File: config.mk
export PLATFORM = sky130hd
export DESIGN_NAME = regfile_port_sequencer
export DESIGN_NICKNAME = d
export VERILOG_FILES = /design/src/rtl/regfile_port_sequencer.sv
export SDC_FILE = /design/constraint.sdc
export NUM_CORES = 1
export LEC_CHECK = 0
export BUFFER_PORTS_ARGS = -buffer_cell sky130_fd_sc_hd__buf_2
export CAP_MARGIN = 5
export CORE_MARGIN = 5
export CORE_UTILIZATION = 50
export CTS_BUF_LIST = sky130_fd_sc_hd__clkbuf_4
export DETAILED_ROUTE_END_ITERATION = 8
export GPL_TIMING_DRIVEN = 0
export HOLD_SLACK_MARGIN = 0.08
export PLACE_DENSITY = 0.88
export SKIP_CTS_REPAIR_TIMING = 1
export SLEW_MARGIN = 25
export SYNTH_ARGS = -nofsm -noshare
export SYNTH_HDL_FRONTEND = slang
export SYNTH_SLANG_ARGS = --single-unit
File: constraint.sdc
create_clock -name clk -period 2.15 [get_ports clk]
set_input_delay 0.1075 -clock clk [delete_from_list [all_inputs] [get_ports clk]]
set_output_delay 0.1075 -clock clk [all_outputs]
set_load 0.005 [all_outputs]
File: src/rtl/regfile_port_sequencer.sv
// Sequences one register-transfer request: serial operand reads through the single-port
// register file, ALU handshake, then writeback. Optional macro: OPSEQ_SAME_SRC_BYPASS_EN.
module regfile_port_sequencer #(
    parameter int DW = 8,
    parameter int AW = 5
) (
    input  logic          clk,
    input  logic          reset,
    input  logic          req_valid,
    output logic          req_ready,
    input  logic [AW-1:0] req_src_a,
    input  logic [AW-1:0] req_src_b,
    input  logic [AW-1:0] req_dst,
    input  logic          req_wb,
    output logic [DW-1:0] op_a,
    output logic [DW-1:0] op_b,
    output logic          ops_valid,
    input  logic          result_valid,
    input  logic [DW-1:0] result_data,
    output logic          rf_write_en,
    output logic [AW-1:0] rf_addr,
    output logic [DW-1:0] rf_data_in,
    input  logic [DW-1:0] rf_data_out,
    output logic          done
);

    typedef enum logic [2:0] {
        S_IDLE,
        S_RD_A,
        S_RD_B,
        S_CAP_B,
        S_EXEC,
        S_WB
    } state_t;

    state_t        r_state;
    state_t        w_next;
    logic [AW-1:0] r_src_a;
    logic [AW-1:0] r_src_b;
    logic [AW-1:0] r_dst;
    logic          r_wb;
    logic [DW-1:0] r_op_a;
    logic [DW-1:0] r_op_b;
    logic [DW-1:0] r_result;

`ifdef OPSEQ_SAME_SRC_BYPASS_EN
    logic w_same_src;
    assign w_same_src = (r_src_a == r_src_b);
`endif

    // NOTE: sequential state uses non-blocking assignments so every register samples pre-edge values.
    always_ff @(posedge clk or posedge reset) begin
        if (reset) r_state <= S_IDLE;
        else       r_state <= w_next;
    end

    // NOTE: w_next defaults to the current state first, so no path through the case can infer a latch.
    always_comb begin
        w_next = r_state;
        case (r_state)
            S_IDLE:  if (req_valid) w_next = S_RD_A;
            S_RD_A:  w_next = S_RD_B;
`ifdef OPSEQ_SAME_SRC_BYPASS_EN
            S_RD_B:  w_next = w_same_src ? S_EXEC : S_CAP_B;
`else
            S_RD_B:  w_next = S_CAP_B;
`endif
            S_CAP_B: w_next = S_EXEC;
            S_EXEC:  if (result_valid) w_next = S_WB;
            S_WB:    w_next = S_IDLE;
            default: w_next = S_IDLE;
        endcase
    end

    // rf_data_out is registered by the file, so each capture lags its address by one cycle.
    always_ff @(posedge clk or posedge reset) begin
        if (reset) begin
            r_src_a  <= '0;
            r_src_b  <= '0;
            r_dst    <= '0;
            r_wb     <= 1'b0;
            r_op_a   <= '0;
            r_op_b   <= '0;
            r_result <= '0;
        end else begin
            case (r_state)
                S_IDLE: if (req_valid) begin
                    r_src_a <= req_src_a;
                    r_src_b <= req_src_b;
                    r_dst   <= req_dst;
                    r_wb    <= req_wb;
                end
                S_RD_B: begin
                    r_op_a <= rf_data_out;
`ifdef OPSEQ_SAME_SRC_BYPASS_EN
                    if (w_same_src) r_op_b <= rf_data_out;
`endif
                end
                S_CAP_B: r_op_b <= rf_data_out;
                // Latching only on result_valid keeps an undriven result bus out of the datapath.
                S_EXEC:  if (result_valid) r_result <= result_data;
                default: ;
            endcase
        end
    end

    // Outputs decode state and latched fields only; no input reaches an output combinationally.
    always_comb begin
        req_ready   = 1'b0;
        ops_valid   = 1'b0;
        rf_write_en = 1'b0;
        rf_addr     = '0;
        rf_data_in  = '0;
        done        = 1'b0;
        case (r_state)
            S_IDLE:  req_ready = 1'b1;
            S_RD_A:  rf_addr = r_src_a;
            S_RD_B:  rf_addr = r_src_b;
            S_CAP_B: rf_addr = r_src_b;
            S_EXEC: begin
                ops_valid = 1'b1;
                rf_addr   = r_dst;
            end
            S_WB: begin
                rf_addr     = r_dst;
                rf_data_in  = r_result;
                rf_write_en = r_wb;
                done        = 1'b1;
            end
            default: ;
        endcase
    end

    assign op_a = r_op_a;
    assign op_b = r_op_b;

endmodule
==> After elaboration in Yosys (flattened, before gate mapping) <==
Cells that the tools add are included.
Widths: inputs -> output; s select.
{ "word_totals": {"regBits": 43, "latchBits": 0, "mem_bits_rw": 0, "rom_bits": 0, "input_bits": 36, "output_inout_bits": 33, "n_memories": 0} }
{ "op_classes": {"addsub": 0, "n_mul": 0, "n_div": 0, "magnitude_cmp": 0, "n_eq_ne": 7, "shifts": 0, "mux": 9, "n_bitwise": 0, "reduce_logical": 6} }
{ "op_table": {"columns": ["op", "count"], "rows": [
  ["$pmux 3 s5", 1],
  ["$pmux 5 s3", 1],
  ["$mux 8", 1],
  ["$eq 3x2->1 const B", 2],
  ["$eq 3x3->1 const B", 2],
  ["$mux 3", 2],
  ["$reduce_and 2->1", 3],
  ["$mux 1", 4],
  ["$ne 2x2->1 const B", 2],
  ["$reduce_or 2->1", 2],
  ["$eq 3x1->1 const B", 1],
  ["$logic_not 3->1", 1]
]} }

==> Logic depth before layout (Yosys ltp) <==
{ "logic_depth": {"depth_word": 3, "mapped_depth": 4, "depth_no_buf": 2} }

==> Least setup slack after synthesis <==
No wires, ideal clock.
{ "synth_timing": {"path_kind": "register -> register", "from": "register r_state[0]", "to": "register r_dst[0]", "t_arrival_ns": 1.407, "setup_slack_ns": 0.618, "path_stages_with_launch": 4, "n_path_buf": 1, "period_less_slack_ns": 1.532, "cell_sequence": "dfrtp_1 > nor4b_4 > buf_6 > mux2_2"} }
{ "synth_between": {"elab_chain_cells": 2} }
{ "synth_rtl": {"columns": ["item", "line_no", "source"], "rows": [
  ["from (decl)", "36", "state_t r_state;"],
  ["from (signal assigned)", "54", "else r_state <= w_next;"],
  ["$logic_not 3->1", "86", "case (r_state)"],
  ["$reduce_and 2->1 (no source line)", null, null],
  ["to (signal assigned)", "90", "r_dst <= req_dst;"],
  ["to (decl)", "40", "logic [AW-1:0] r_dst;"]
]} }
Every way passes these cells.
A chain may end at the register's enable or synchronous reset.

==> Worst setup path after layout <==
{ "layout_timing": {"from": "register r_state[1]", "to": "output rf_addr[1]"} }
{ "layout_between": {"elab_chain_cells": 3, "word_cells_on_any_way": 8} }
{ "layout_rtl": {"columns": ["item", "line_no", "source"], "rows": [
  ["$eq 3x3->1 or $eq 3x2->1 (tied branches)", "115", "case (r_state)"],
  ["$reduce_or 2->1 (no source line)", null, null],
  ["$pmux 5 s3 (*)", "115", null],
  ["to (decl)", "21", "output logic [AW-1:0] rf_addr,"]
]} }
Mark *: on every way between the ends. The rest lies on a longest branch, timed or not.

==> results.md <==
- Cell Rows: 22
- GR Util met1: 0.2007
- Slew margin rel.: 0.6092
- Mapped cell area: 1904 sq um
- First-pass GRT wire length: 6375 um
- Register area share after synthesis: 0.5650
- Fin nets: 279
- Cells after Synth: 132
- Number of enable flip-flop cells after synthesis: 0
- Fmax: 533.1 MHz
- CTS max path bufs: 2
- Initial antenna violation count: 0
- Final Hold Viols: 0
- Vias: 1472
- Setup tns final: 0 ns
- Hpwl dp: 2936 um
- Leak Pwr: 1.347 nW
- Antenna Diode Count: 0
- Fillers: 250
- Drt first pass iters: 4
- Sequential cell area: 1076 sq um
- Setup crit start kind: register
- HP Class: in2reg
- RSZ-0062 raised after global routing: no
- Avg WL per Cell: 16.03 um
- Die Area: 5143 sq um
- Worst-Margin Slew: 0.5837 ns
- Number of H-tree levels: 2
- Number of global-route vias before repair: 1396
- Slew Limit Fails: 0
- Dominant synthesized flop cell: dfrtp_1
- Initial Util: 0.5163
- Drt initial violations: 28
- Total wire length: 4680 um
- CP required: 2.04 ns
- CTS Sinks: 43
- Yosys cell types: 25
- GP Congestion: 0.7598
- Placed cell count: 249
- Via density: 5.041
- I/O pin count: 69
- Drc violations: 0
- Ys async rst share: 1.000
- Antenna Nets Post-Route: 0
- Overflow after GRT: 0
- Syn nets: 168
- Top Usage Layer GRT: met2
- Flops & latches, synth: 43
- # Max-Cap Violations: 0
- Crit Path Max Fanout: 10
- CP Data Arrival Time: 1.77 ns
- Pwr dens: 1205 nW/um^2
- Worst skew pair latency: 0.35 ns
- Max VDD drop: 0.7061 mV
- Die Span X: 71.72 um
- Worst Skew: 0.006340 ns
- Post-layout min period: 1.876 ns
- Largest net degree at the start of global routing: 23
- Die Height: 71.72 um
- Total track usage: 0.1585
- Share of cells above drive strength 1: 0.5246
- Layout area overhead: 43.89%
- Root Buffer: clkbuf_4
- Final-report setup violation count: 0
- Clock-pin slew on the worst setup and hold paths: 0.12 ns
- Non-filler cells, final: 292
- Outcome: completed
- Syn Area/Cell: 14.43 sq um
- CTS tree: built
- CTS Buf Count: 5
- Critical Path Sink Type: output port
- Area of the multi-input gates: 774.5 sq um
- Met2 Use GR: 0.2490
- Crit Path Class: reg2out
- Core area: 3689 sq um
- Met3 track demand over resource: 0.05470
- Period Utilization, post-route: 0.8724
- Synthesis Warnings: 0
- Port bufs: 68
-- flip-flops by register name (all words and copies together), names as in the netlist --
| signal | flops |
|---|---|
| r_wb | 1 |
| r_dst | 5 |
| r_src_b | 5 |
| r_src_a | 5 |
| op_b | 8 |
| r_state | 3 |
| op_a | 8 |
| r_result | 8 |
-- layer usage --
| metal | share of wire | vias up |
|---|---|---|
| met5 | 0 | - |
| met4 | 0.029 | 0 |
| met3 | 0.077 | 14 |
| met2 | 0.49 | 68 |
| met1 | 0.40 | 700 |
| li1 | - | 690 |
-- area by class of cell --
type,count,area share
flip-flops and latches,43,0.3927
clock inverters,1,0.001826
repair buffers,104,0.2621
plain buffers,8,0.01826
inverters,1,0.001370
multi-input cells,80,0.2826
clock buffers,7,0.01918
well taps,48,0.02192
-- cell usage in the layout, fill, tap and decap left out --
master / netlist / routed
buf_2: 3 / 71
dfrtp_1: 43 / 43
mux2_2: 40 / 40
dlygate4sd3_1: 0 / 35
and2_1: 9 / 9
clkbuf_4: 0 / 7
nor4bb_1: 5 / 5
and3b_1: 5 / 5
a211o_1: 4 / 4
buf_4: 2 / 2
nor2_1: 2 / 2
nand2b_1: 2 / 2
nand3b_1: 2 / 2
a21oi_1: 2 / 2
clkbuf_1: 1 / 1
xnor2_1: 1 / 1
clkbuf_2: 1 / 1
nand3b_2: 1 / 1
nor3b_4: 1 / 1
a22oi_1: 1 / 1
nor2b_1: 1 / 1
nor3_1: 1 / 1
inv_2: 0 / 1
o21ai_0: 1 / 1
nor4b_4: 1 / 1
buf_6: 1 / 1
o21bai_1: 1 / 1
clkinv_2: 0 / 1
buf_16: 0 / 1
-- synthesized netlist by cell type (all sizes together), types with 2 or more instances --
cell | n | share of area
nor2 | 2 | 0.0039
nand3b | 3 | 0.014
buf | 6 | 0.022
a21oi | 2 | 0.0053
nand2b | 2 | 0.0066
a211o | 4 | 0.018
nor4bb | 5 | 0.026
dfrtp | 43 | 0.57
mux2 | 40 | 0.24
and3b | 5 | 0.023
clkbuf | 2 | 0.0046
and2 | 9 | 0.030
-- path summary, 6_finish.rpt --
kind,start,endpoint,slack (ns),cells after the start
hold / removal,req_valid,r_src_a[3]$_DFFE_PP0P_,0.27,3
hold reg to reg,r_result[1]$_DFFE_PP0P_,r_result[1]$_DFFE_PP0P_,0.51,1
setup reg to reg,r_state[0]$_DFFE_PP0P_,r_wb$_DFFE_PP0P_,0.37,3
max in group asynchronous,reset,op_a[7]$_DFFE_PP0P_,1.37,4
min in group asynchronous,reset,r_state[1]$_DFFE_PP0P_,0.31,3
setup / recovery,r_state[1]$_DFFE_PP0P_,rf_addr[1],0.27,5
-- per-stage QoR --
step           setup slack [ns]  power, mW  instance area (sq um)  hold slack [ns]    util
2_1_floorplan            0.6183      2.346                   1904           0.2581       -
3_3_place_gp             0.4454      2.774                   2305           0.3396  0.6248
3_5_place_dp             0.3936      2.856                   2332           0.1619  0.6323
4_1_cts                  0.2617      3.252                   2390          -0.2328  0.6479
5_1_grt                  0.1640      3.541                   2740           0.2563  0.7429
6_report                 0.2743      3.303                   2740           0.2734  0.7429
-- critical path, stage by stage (launching register included) --
cell	delay [ns]
dfrtp_1	0.45
buf_4	0.20
buf_2	0.18
and3b_1	0.20
a211o_1	0.26
buf_2	0.13
-- power breakdown --
part	leakage [nW]	switching (mW)	internal, mW
registers	0.512	0.230	1.22
logic	0.800	0.580	0.874
clock network	0.0361	0.248	0.153
-- cell families after synthesis --
group	after synthesis	synth area share
AO/OA/AOI/OAI	9	0.03416
flip-flops	43	0.5650
buffers and inverters	9	0.02824
multiplexers	40	0.2365
AND/OR/NAND/NOR	30	0.1314
XOR/XNOR	1	0.004600
No activity file was read; power rests on OpenSTA's default activity.
